==> src/rtl/key_pkg.sv <==
// key_pkg: shared types, default timing constants and sizing helper for the
// multi-channel key front end.
//   key_state_e       per-channel event FSM state (KEY_IDLE, KEY_PRESS, KEY_HOLD)
//   DEF_*_CYCLES      default timing at 50 MHz (20 ms debounce, 1 s long, 200 ms repeat)
//   hold_cnt_width()  width of the hold counter for a given long/repeat timing
package key_pkg;

    typedef enum logic [1:0] {
        KEY_IDLE  = 2'd0,
        KEY_PRESS = 2'd1,
        KEY_HOLD  = 2'd2
    } key_state_e;

    localparam int unsigned DEF_DEBOUNCE_CYCLES = 32'd1000000;
    localparam int unsigned DEF_LONG_CYCLES     = 32'd50000000;
    localparam int unsigned DEF_REPEAT_CYCLES   = 32'd10000000;

    // clog2(max(long, repeat, 1)) + 1; the extra bit keeps the compare values
    // representable even when a count is an exact power of two.
    function automatic int unsigned hold_cnt_width(input int unsigned long_c,
                                                   input int unsigned rep_c);
        int unsigned m;
        m = long_c;
        if (rep_c > m) m = rep_c;
        if (m < 32'd1) m = 32'd1;
        return $clog2(m) + 32'd1;
    endfunction

endpackage

==> src/rtl/key_channel.sv <==
// key_channel: one key channel -- two-flop synchroniser, debounce counter,
// IDLE/PRESS/HOLD event FSM and registered one-cycle event pulses.
// Ports:
//   sys_clk       in   system clock, rising edge
//   sys_rst       in   asynchronous reset, active-high
//   key_raw       in   raw key pin, asynchronous
//   pressed_lvl   out  debounced pressed level, 1 = pressed
//   pulse_down    out  1-cycle pulse on accepted press
//   pulse_up      out  1-cycle pulse on accepted release
//   pulse_long    out  1-cycle pulse when the hold reaches LONG_CYCLES
//   pulse_repeat  out  1-cycle pulse every REPEAT_CYCLES after pulse_long
module key_channel
    import key_pkg::*;
#(
    parameter bit          ACTIVE_LOW      = 1'b1,
    parameter int unsigned DEBOUNCE_CYCLES = DEF_DEBOUNCE_CYCLES,
    parameter int unsigned LONG_CYCLES     = DEF_LONG_CYCLES,
    parameter int unsigned REPEAT_CYCLES   = DEF_REPEAT_CYCLES
) (
    input  logic sys_clk,
    input  logic sys_rst,
    input  logic key_raw,
    output logic pressed_lvl,
    output logic pulse_down,
    output logic pulse_up,
    output logic pulse_long,
    output logic pulse_repeat
);

    localparam int unsigned DW = $clog2(DEBOUNCE_CYCLES) + 32'd1;
    localparam int unsigned HW = hold_cnt_width(LONG_CYCLES, REPEAT_CYCLES);

    localparam logic [DW-1:0] DEB_LAST  = DW'(DEBOUNCE_CYCLES - 32'd1);
    localparam logic [HW-1:0] LONG_LAST = HW'(LONG_CYCLES - 32'd1);
    localparam logic [HW-1:0] REP_LAST  =
        (REPEAT_CYCLES == 32'd0) ? '0 : HW'(REPEAT_CYCLES - 32'd1);
    localparam bit            REP_EN    = (REPEAT_CYCLES != 32'd0);

    // Pin level when the key is not pressed.
    localparam logic IDLE_LVL = ACTIVE_LOW;

    logic          sync_meta;
    logic          sync_out;
    logic          deb_lvl;
    logic [DW-1:0] deb_cnt;
    logic          pressed;

    key_state_e    state;
    logic [HW-1:0] hold_cnt;

    // Synchroniser and debounce: deb_lvl only follows sync_out after
    // DEBOUNCE_CYCLES consecutive mismatching edges.
    always_ff @(posedge sys_clk or posedge sys_rst) begin
        if (sys_rst) begin
            sync_meta <= IDLE_LVL;
            sync_out  <= IDLE_LVL;
            deb_lvl   <= IDLE_LVL;
            deb_cnt   <= '0;
        end else begin
            sync_meta <= key_raw;
            sync_out  <= sync_meta;
            if (sync_out == deb_lvl) begin
                deb_cnt <= '0;
            end else if (deb_cnt == DEB_LAST) begin
                deb_lvl <= ~deb_lvl;
                deb_cnt <= '0;
            end else begin
                deb_cnt <= deb_cnt + DW'(1);
            end
        end
    end

    assign pressed     = deb_lvl ^ ACTIVE_LOW;
    assign pressed_lvl = pressed;

    // Event FSM. Release is tested first so it wins over long/repeat.
    always_ff @(posedge sys_clk or posedge sys_rst) begin
        if (sys_rst) begin
            state        <= KEY_IDLE;
            hold_cnt     <= '0;
            pulse_down   <= 1'b0;
            pulse_up     <= 1'b0;
            pulse_long   <= 1'b0;
            pulse_repeat <= 1'b0;
        end else begin
            pulse_down   <= 1'b0;
            pulse_up     <= 1'b0;
            pulse_long   <= 1'b0;
            pulse_repeat <= 1'b0;
            unique case (state)
                KEY_IDLE: begin
                    if (pressed) begin
                        pulse_down <= 1'b1;
                        hold_cnt   <= '0;
                        state      <= KEY_PRESS;
                    end
                end
                KEY_PRESS: begin
                    if (!pressed) begin
                        pulse_up <= 1'b1;
                        state    <= KEY_IDLE;
                    end else if (hold_cnt == LONG_LAST) begin
                        pulse_long <= 1'b1;
                        hold_cnt   <= '0;
                        state      <= KEY_HOLD;
                    end else begin
                        hold_cnt <= hold_cnt + HW'(1);
                    end
                end
                KEY_HOLD: begin
                    if (!pressed) begin
                        pulse_up <= 1'b1;
                        state    <= KEY_IDLE;
                    end else if (REP_EN && hold_cnt == REP_LAST) begin
                        pulse_repeat <= 1'b1;
                        hold_cnt     <= '0;
                    end else if (REP_EN) begin
                        hold_cnt <= hold_cnt + HW'(1);
                    end
                    // With repeat disabled the counter is frozen so it can never wrap.
                end
                default: begin
                    state <= KEY_IDLE;
                end
            endcase
        end
    end

endmodule

==> src/rtl/key_event_detect.sv <==
// key_event_detect: multi-channel key front end. Each channel is synchronised,
// debounced and turned into press / release / long-press / auto-repeat pulses.
// Ports:
//   sys_clk     in   system clock, rising edge
//   sys_rst     in   asynchronous reset, active-high
//   key_i       in   raw key pins, asynchronous (NUM_KEYS)
//   key_level   out  debounced pressed level, 1 = pressed
//   key_down    out  1-cycle pulse on accepted press
//   key_up      out  1-cycle pulse on accepted release
//   key_long    out  1-cycle pulse when hold reaches LONG_CYCLES
//   key_repeat  out  1-cycle pulse every REPEAT_CYCLES after key_long while held
module key_event_detect
    import key_pkg::*;
#(
    parameter int unsigned NUM_KEYS        = 4,
    parameter bit          ACTIVE_LOW      = 1'b1,
    parameter int unsigned DEBOUNCE_CYCLES = DEF_DEBOUNCE_CYCLES,
    parameter int unsigned LONG_CYCLES     = DEF_LONG_CYCLES,
    parameter int unsigned REPEAT_CYCLES   = DEF_REPEAT_CYCLES
) (
    input  logic                sys_clk,
    input  logic                sys_rst,
    input  logic [NUM_KEYS-1:0] key_i,
    output logic [NUM_KEYS-1:0] key_level,
    output logic [NUM_KEYS-1:0] key_down,
    output logic [NUM_KEYS-1:0] key_up,
    output logic [NUM_KEYS-1:0] key_long,
    output logic [NUM_KEYS-1:0] key_repeat
);

    for (genvar i = 0; i < NUM_KEYS; i++) begin : g_ch
        key_channel #(
            .ACTIVE_LOW      (ACTIVE_LOW),
            .DEBOUNCE_CYCLES (DEBOUNCE_CYCLES),
            .LONG_CYCLES     (LONG_CYCLES),
            .REPEAT_CYCLES   (REPEAT_CYCLES)
        ) u_ch (
            .sys_clk      (sys_clk),
            .sys_rst      (sys_rst),
            .key_raw      (key_i[i]),
            .pressed_lvl  (key_level[i]),
            .pulse_down   (key_down[i]),
            .pulse_up     (key_up[i]),
            .pulse_long   (key_long[i]),
            .pulse_repeat (key_repeat[i])
        );
    end

endmodule

==> config.mk <==
export PLATFORM = sky130hd
export DESIGN_NAME = key_event_detect
export DESIGN_NICKNAME = d
export VERILOG_FILES = /design/src/rtl/key_pkg.sv /design/src/rtl/key_channel.sv /design/src/rtl/key_event_detect.sv
export SDC_FILE = /design/constraint.sdc
export NUM_CORES = 1
export LEC_CHECK = 0
export ABC_AREA = 1
export BUFFER_PORTS_ARGS = -buffer_cell sky130_fd_sc_hd__buf_4
export CAP_MARGIN = 20
export CORE_MARGIN = 1.5
export CORE_UTILIZATION = 49
export CTS_CLUSTER_SIZE = 20
export DETAILED_ROUTE_END_ITERATION = 10
export GPL_TIMING_DRIVEN = 0
export PLACE_DENSITY = 0.72
export SLEW_MARGIN = 10
export SYNTH_ARGS = -nofsm -noshare
export SYNTH_HDL_FRONTEND = slang
export SYNTH_HIERARCHICAL = 1
export SYNTH_SLANG_ARGS = --single-unit
==> constraint.sdc <==
create_clock -name sys_clk -period 2.1 [get_ports sys_clk]
set_input_delay 0.21 -clock sys_clk [delete_from_list [all_inputs] [get_ports sys_clk]]
set_output_delay 0.21 -clock sys_clk [all_outputs]
set_load 0.01 [all_outputs]
# == Yosys cells after proc, flatten, opt, wreduce, memory -nomap -nowiden ==
# Index checks and enable logic that the tools add are counted.
# totals
input_bits,6
reg_bits,228
wordCells,216
# classes
muxes,92
n_addsub,8
reduce_logical,24
eq_ne,44
bitwise,8
# op_table
operator,count
$mux W27,20
$pmux W27 S3,4
$mux W21,8
$add A27 B1 Y27 const B,4
$eq A27 B24 Y1 const B,4
$eq A27 B26 Y1 const B,4
$add A21 B1 Y21 const B,4
$eq A21 B20 Y1 const B,4
$mux W1,40
$mux W2,16
$ne A2 B2 Y1 const B,12
$pmux W2 S3,4
$reduce_and A4 Y1,4
$ne A3 B1 Y1 const B,4
$reduce_and A3 Y1,4
$reduce_bool A3 Y1,4
$eq A2 B1 Y1 const B,4
$eq A2 B2 Y1 const B,4
$logic_not A2 Y1,4
$ne A2 B1 Y1 const B,4
$not A1 Y1,8
$reduce_and A2 Y1,4
$reduce_or A2 Y1,4
$eq A1 B1 Y1,4

# == Longest topological paths before layout ==
# depth
depth_word,4
ltp_mapped,12
mapped_depth_nobuf,11

# == Hierarchy ==
# Netlist, hierarchy kept.
# modules_own_cells
mod,cells_per_inst,area_per_inst_um2,instances
key_channel at g_ch[0].u_ch ...,441,3334.4,3
key_channel at g_ch[3].u_ch,491,3609.7,1

# == Worst setup path before layout ==
# No wires, ideal clock.
# synth_timing
path_kind,register to register
startpoint,reg g_ch[0].u_ch.state[0]
endpoint,reg g_ch[0].u_ch.hold_cnt[24]
synth_period_minus_slack_ns,1.725
stages_incl_launch_ff,11
setup_time_ns,0.120
path_buffers,1
arrival_ns,1.605
slack_ns,0.375
cell_sequence,dfrtp_1 -> inv_1 -> ha_1 -> inv_1 -> nand3_1 -> nand2_1 -> nand2_1 -> buf_2 -> nor3_1 -> xor2_1 -> nor2_1
# synth_between
elab_chain_len,3
elab_cells_between_ends,9
# synth_lines
element,line_no,text
"start, declared",key_channel.sv:48,key_state_e state;
"start signal, assigned",key_channel.sv:79,state <= KEY_IDLE;
"start signal, assigned",key_channel.sv:95,state <= KEY_PRESS;
"start signal, assigned",key_channel.sv:101,state <= KEY_IDLE;
$eq A2 B2 Y1 (tied with other cells),key_channel.sv:90,unique case (state)
$ne A2 B2 Y1 (no line) or $reduce_bool A3 Y1 (tied branches),n/a,
$reduce_and A4 Y1 (no line),n/a,
"end signal, assigned",key_channel.sv:107,hold_cnt <= hold_cnt + HW'(1);
"end signal, assigned",key_channel.sv:118,hold_cnt <= hold_cnt + HW'(1);
"end, declared",key_channel.sv:49,logic [HW-1:0] hold_cnt;
# Parallel ways exist; a longest one is shown, timed or not.
# A chain may end at the register's enable or synchronous reset.

# == Final worst setup path ==
# layout_timing
startpoint,reg g_ch[0].u_ch.hold_cnt[0]
endpoint,reg g_ch[0].u_ch.hold_cnt[24]
# layout_between
elab_chain_len,4
elab_cells_between_ends,8
# layout_lines
element,line_no
$add A27 B1 Y27 (tied with other cells),"key_channel.sv:107, key_channel.sv:118"
$mux W27 (on tied branches),"key_channel.sv:114, key_channel.sv:102"
$mux W27 (on tied branches),"key_channel.sv:111, key_channel.sv:99"
$pmux W27 S3 (*),key_channel.sv:90
# Every way passes the cells marked *; elsewhere a longest branch is shown, timed or not. The select of a mux whose other input is x is not followed.

==> metrics.csv <==
metric,value,unit
status,"complete, no violations",
top-area cell type share of the netlist area,0.397,
Inserted Clock Buffers,28,
CP Capture Type,flip-flop,
Compound-Gate Fraction of Synth Area,0.0624,
first-pass GRT wire length,53300,microns
Mapped Nets,1844,
share of layout cells above drive strength 1,0.131,
XOR/XNOR Fraction of Synth Area,0.0547,
clock buffer depth,3,
Worst-path clk slew,60,ps
Hold WC Path Type,input pin to asynchronous set/reset pin,
cell accounting for the most synthesized area,dfrtp_1,
fin worst setup slack,53.3,ps
CTS tree,yes,
Synth Area in Adders,0.0221,
Placement Rows,60,
# diodes,0,
post-synthesis cell type count,41,
synthesized instance count,1814,
Final setup viols,0,
Pre-Repair DR Iteration Count,7,
RD Place Congestion,0.915,
Psw,2.01,mW
fin crit share,0.975,
via count,11980,
Reg-to-Reg Start,g_ch[0].u_ch/hold_cnt[0],
Synth area leaders,"dfrtp_1, nand2_1, nor2_1",
I/O pins,26,
die height,170,microns
vias per inst,5.23,
nets@finish,1927,
P_leak,6.81,nW
area of the core,27100,sq um
Port-buffer cells,25,
H-tree depth,1,
power per cell area,612,nW/um^2
TNS Setup,0,ps
Starting Density,0.502,
Worst EP arrival,2470,ps
WL per Instance,13.8,microns
vias in the first global route,11578,
logic gate share of total power,0.021,
total gr overflow,0,
P_int,7.54,mW
crit start category,flip-flop,
root buffer selected by CTS,clkbuf_16,
total number of yosys warnings,6,
multiplexer share of the synthesized area,0,
CP max FO,6,
post-layout util,0.576,
Max VDD drop,535,uV
Yosys reg bits,228,
P&R area growth vs syn,14.7,%
sequential cell area fraction in the yosys report,0.420,
synthesized area,13600,sq um
drt drc,0,
switch share,0.211,
clock sink count,228,
max-slew violation count,0,
combinational family with the most area after synthesis,simple AND/OR/NAND/NOR gates,
clock latency on the worst-skew pair,540,ps
DP Wirelength,22800,microns
largest net degree at the start of global routing,40,
"commonest non-fill, non-tap cells in the layout","nand2_1, nor2_1, inv_1",
Die W,170,microns
CP required,2520,ps
Fmax achieved,0.489,GHz
ANT nets after route,0,
syn avg cell area,7.50,sq um
Place WS,-17.2,ps
clock share of power,0.513,
Crit Path Class,flip-flop to flip-flop,
relative slew slack,0.624,
Iteration-0 DRC Markers,921,
final wirelength,31600,microns
Worst setup startpoint,g_ch[0].u_ch/hold_cnt[0],
Final Hold Viols,0,
"commonest non-fill, non-tap cell in the layout",nand2_1,
Synth Area in Simple Gates,0.363,
initial antenna violation count,0,
sequential power share,0.466,
Final min period,2050,ps
Worst-Margin Slew,564,ps
RSZ-0062 raised after global routing,true,
Power Total,9.55,mW
die area,28800,sq um
Total Routing Usage GR,0.221,
Max Cap Viol,0,
Post-Route Skew,9.14,ps
-- Yosys cell counts, drive strengths merged --
library cell and number:
nand2 418, nor2 368, inv 235, dfrtp 216, nand3 136, xor2 76
nor3 72, a21oi 61, nand4 52, o21ai 50, ha 24, nor4 23
buf 18, dfstp 12, o21bai 10, xnor2 9, nor3b 8, a41oi 6
nand3b 6, and3 3, clkbuf 3, o22ai 3, a211oi 2, a31oi 1
o211a 1, o21a 1
-- power groups by stage --
stage / Clock [mW] / Sequential [mW] / Combinational (mW)
after floorplan: 0 / 4.52 / 0.127
after global placement: 0 / 4.53 / 0.177
after detailed placement: 0 / 4.53 / 0.201
after CTS: 5.06 / 4.45 / 0.210
after global routing: 5.22 / 4.45 / 0.238
final: 4.90 / 4.45 / 0.201
-- routing by layer --
layer	part of all wire	global-route usage	vias to the layer above	routed length, microns
met5	0	0	-	0
met4	0.023	0.0585	0	711
met3	0.042	0.0308	56	1340
met2	0.47	0.370	296	14700
met1	0.47	0.301	5634	14800
li1	-	-	5994	-
-- metrics by stage --
step	cells	cell area [sq um]	hold slack, ps
final	2291	15600	319
after global routing	2291	15600	303
after CTS	2272	15300	292
after detailed placement	2215	14300	285
after global placement	2211	14300	318
after floorplan	1814	13600	214
-- final cells by class --
class                   instances  area [sq um]
fillers                      2501         11500
clock buffers                  40           777
clock inverters                12           169
repair buffers                 53           503
well taps                     372           465
flip-flops and latches        228          5720
inverters                     235           882
multi-input cells            1330          6900
plain buffers                  21           188
-- final timing paths --
kind                                        endpoint  slack (ps)  depth (start not counted)
setup / recovery           g_ch[0].u_ch/hold_cnt[24]          50                         12
hold / removal              g_ch[1].u_ch/hold_cnt[5]         320                          3
setup reg to reg           g_ch[0].u_ch/hold_cnt[24]          50                         12
hold reg to reg                g_ch[1].u_ch/sync_out         350                          0
max in group asynchronous     g_ch[2].u_ch/sync_meta        1080                          4
min in group sys_clk          g_ch[0].u_ch/sync_meta         330                          2
-- what timing repair did --
action	4_1_cts	5_1_grt
endpoints found under the setup margin	6	35
hold endpoints to repair	81	0
buffers inserted	0	16
pin swaps	0	13
cloned	0	3
resized for setup	3	23
hold buffers	5	0
-- cell families after synthesis --
group,after synthesis
compound gates,135
xor+xnor,85
fa+ha+maj,24
buf+inv,256
flops,228
simple gates,1086
-- registers in the layout, summed over array words and instances, names as in the netlist --
name / cells
g_ch.u_ch/hold_cnt: 108
g_ch.u_ch/deb_cnt: 84
g_ch.u_ch/state: 8
g_ch.u_ch/deb_lvl: 4
g_ch.u_ch/pulse_down: 4
g_ch.u_ch/pulse_long: 4
g_ch.u_ch/pulse_repeat: 4
g_ch.u_ch/pulse_up: 4
g_ch.u_ch/sync_meta: 4
g_ch.u_ch/sync_out: 4
-- critical path, stage by stage, from the launching register on --
cell	delay, ps
dfrtp_1	370
ha_2	190
nand2_1	90
nor2_4	130
nand2_2	80
nor3_4	260
nand2_2	120
nand2_2	100
nand2_4	90
a21oi_4	190
buf_4	140
clkbuf_16	130
nor2_1	40
Power figures use the tool's default switching activity.
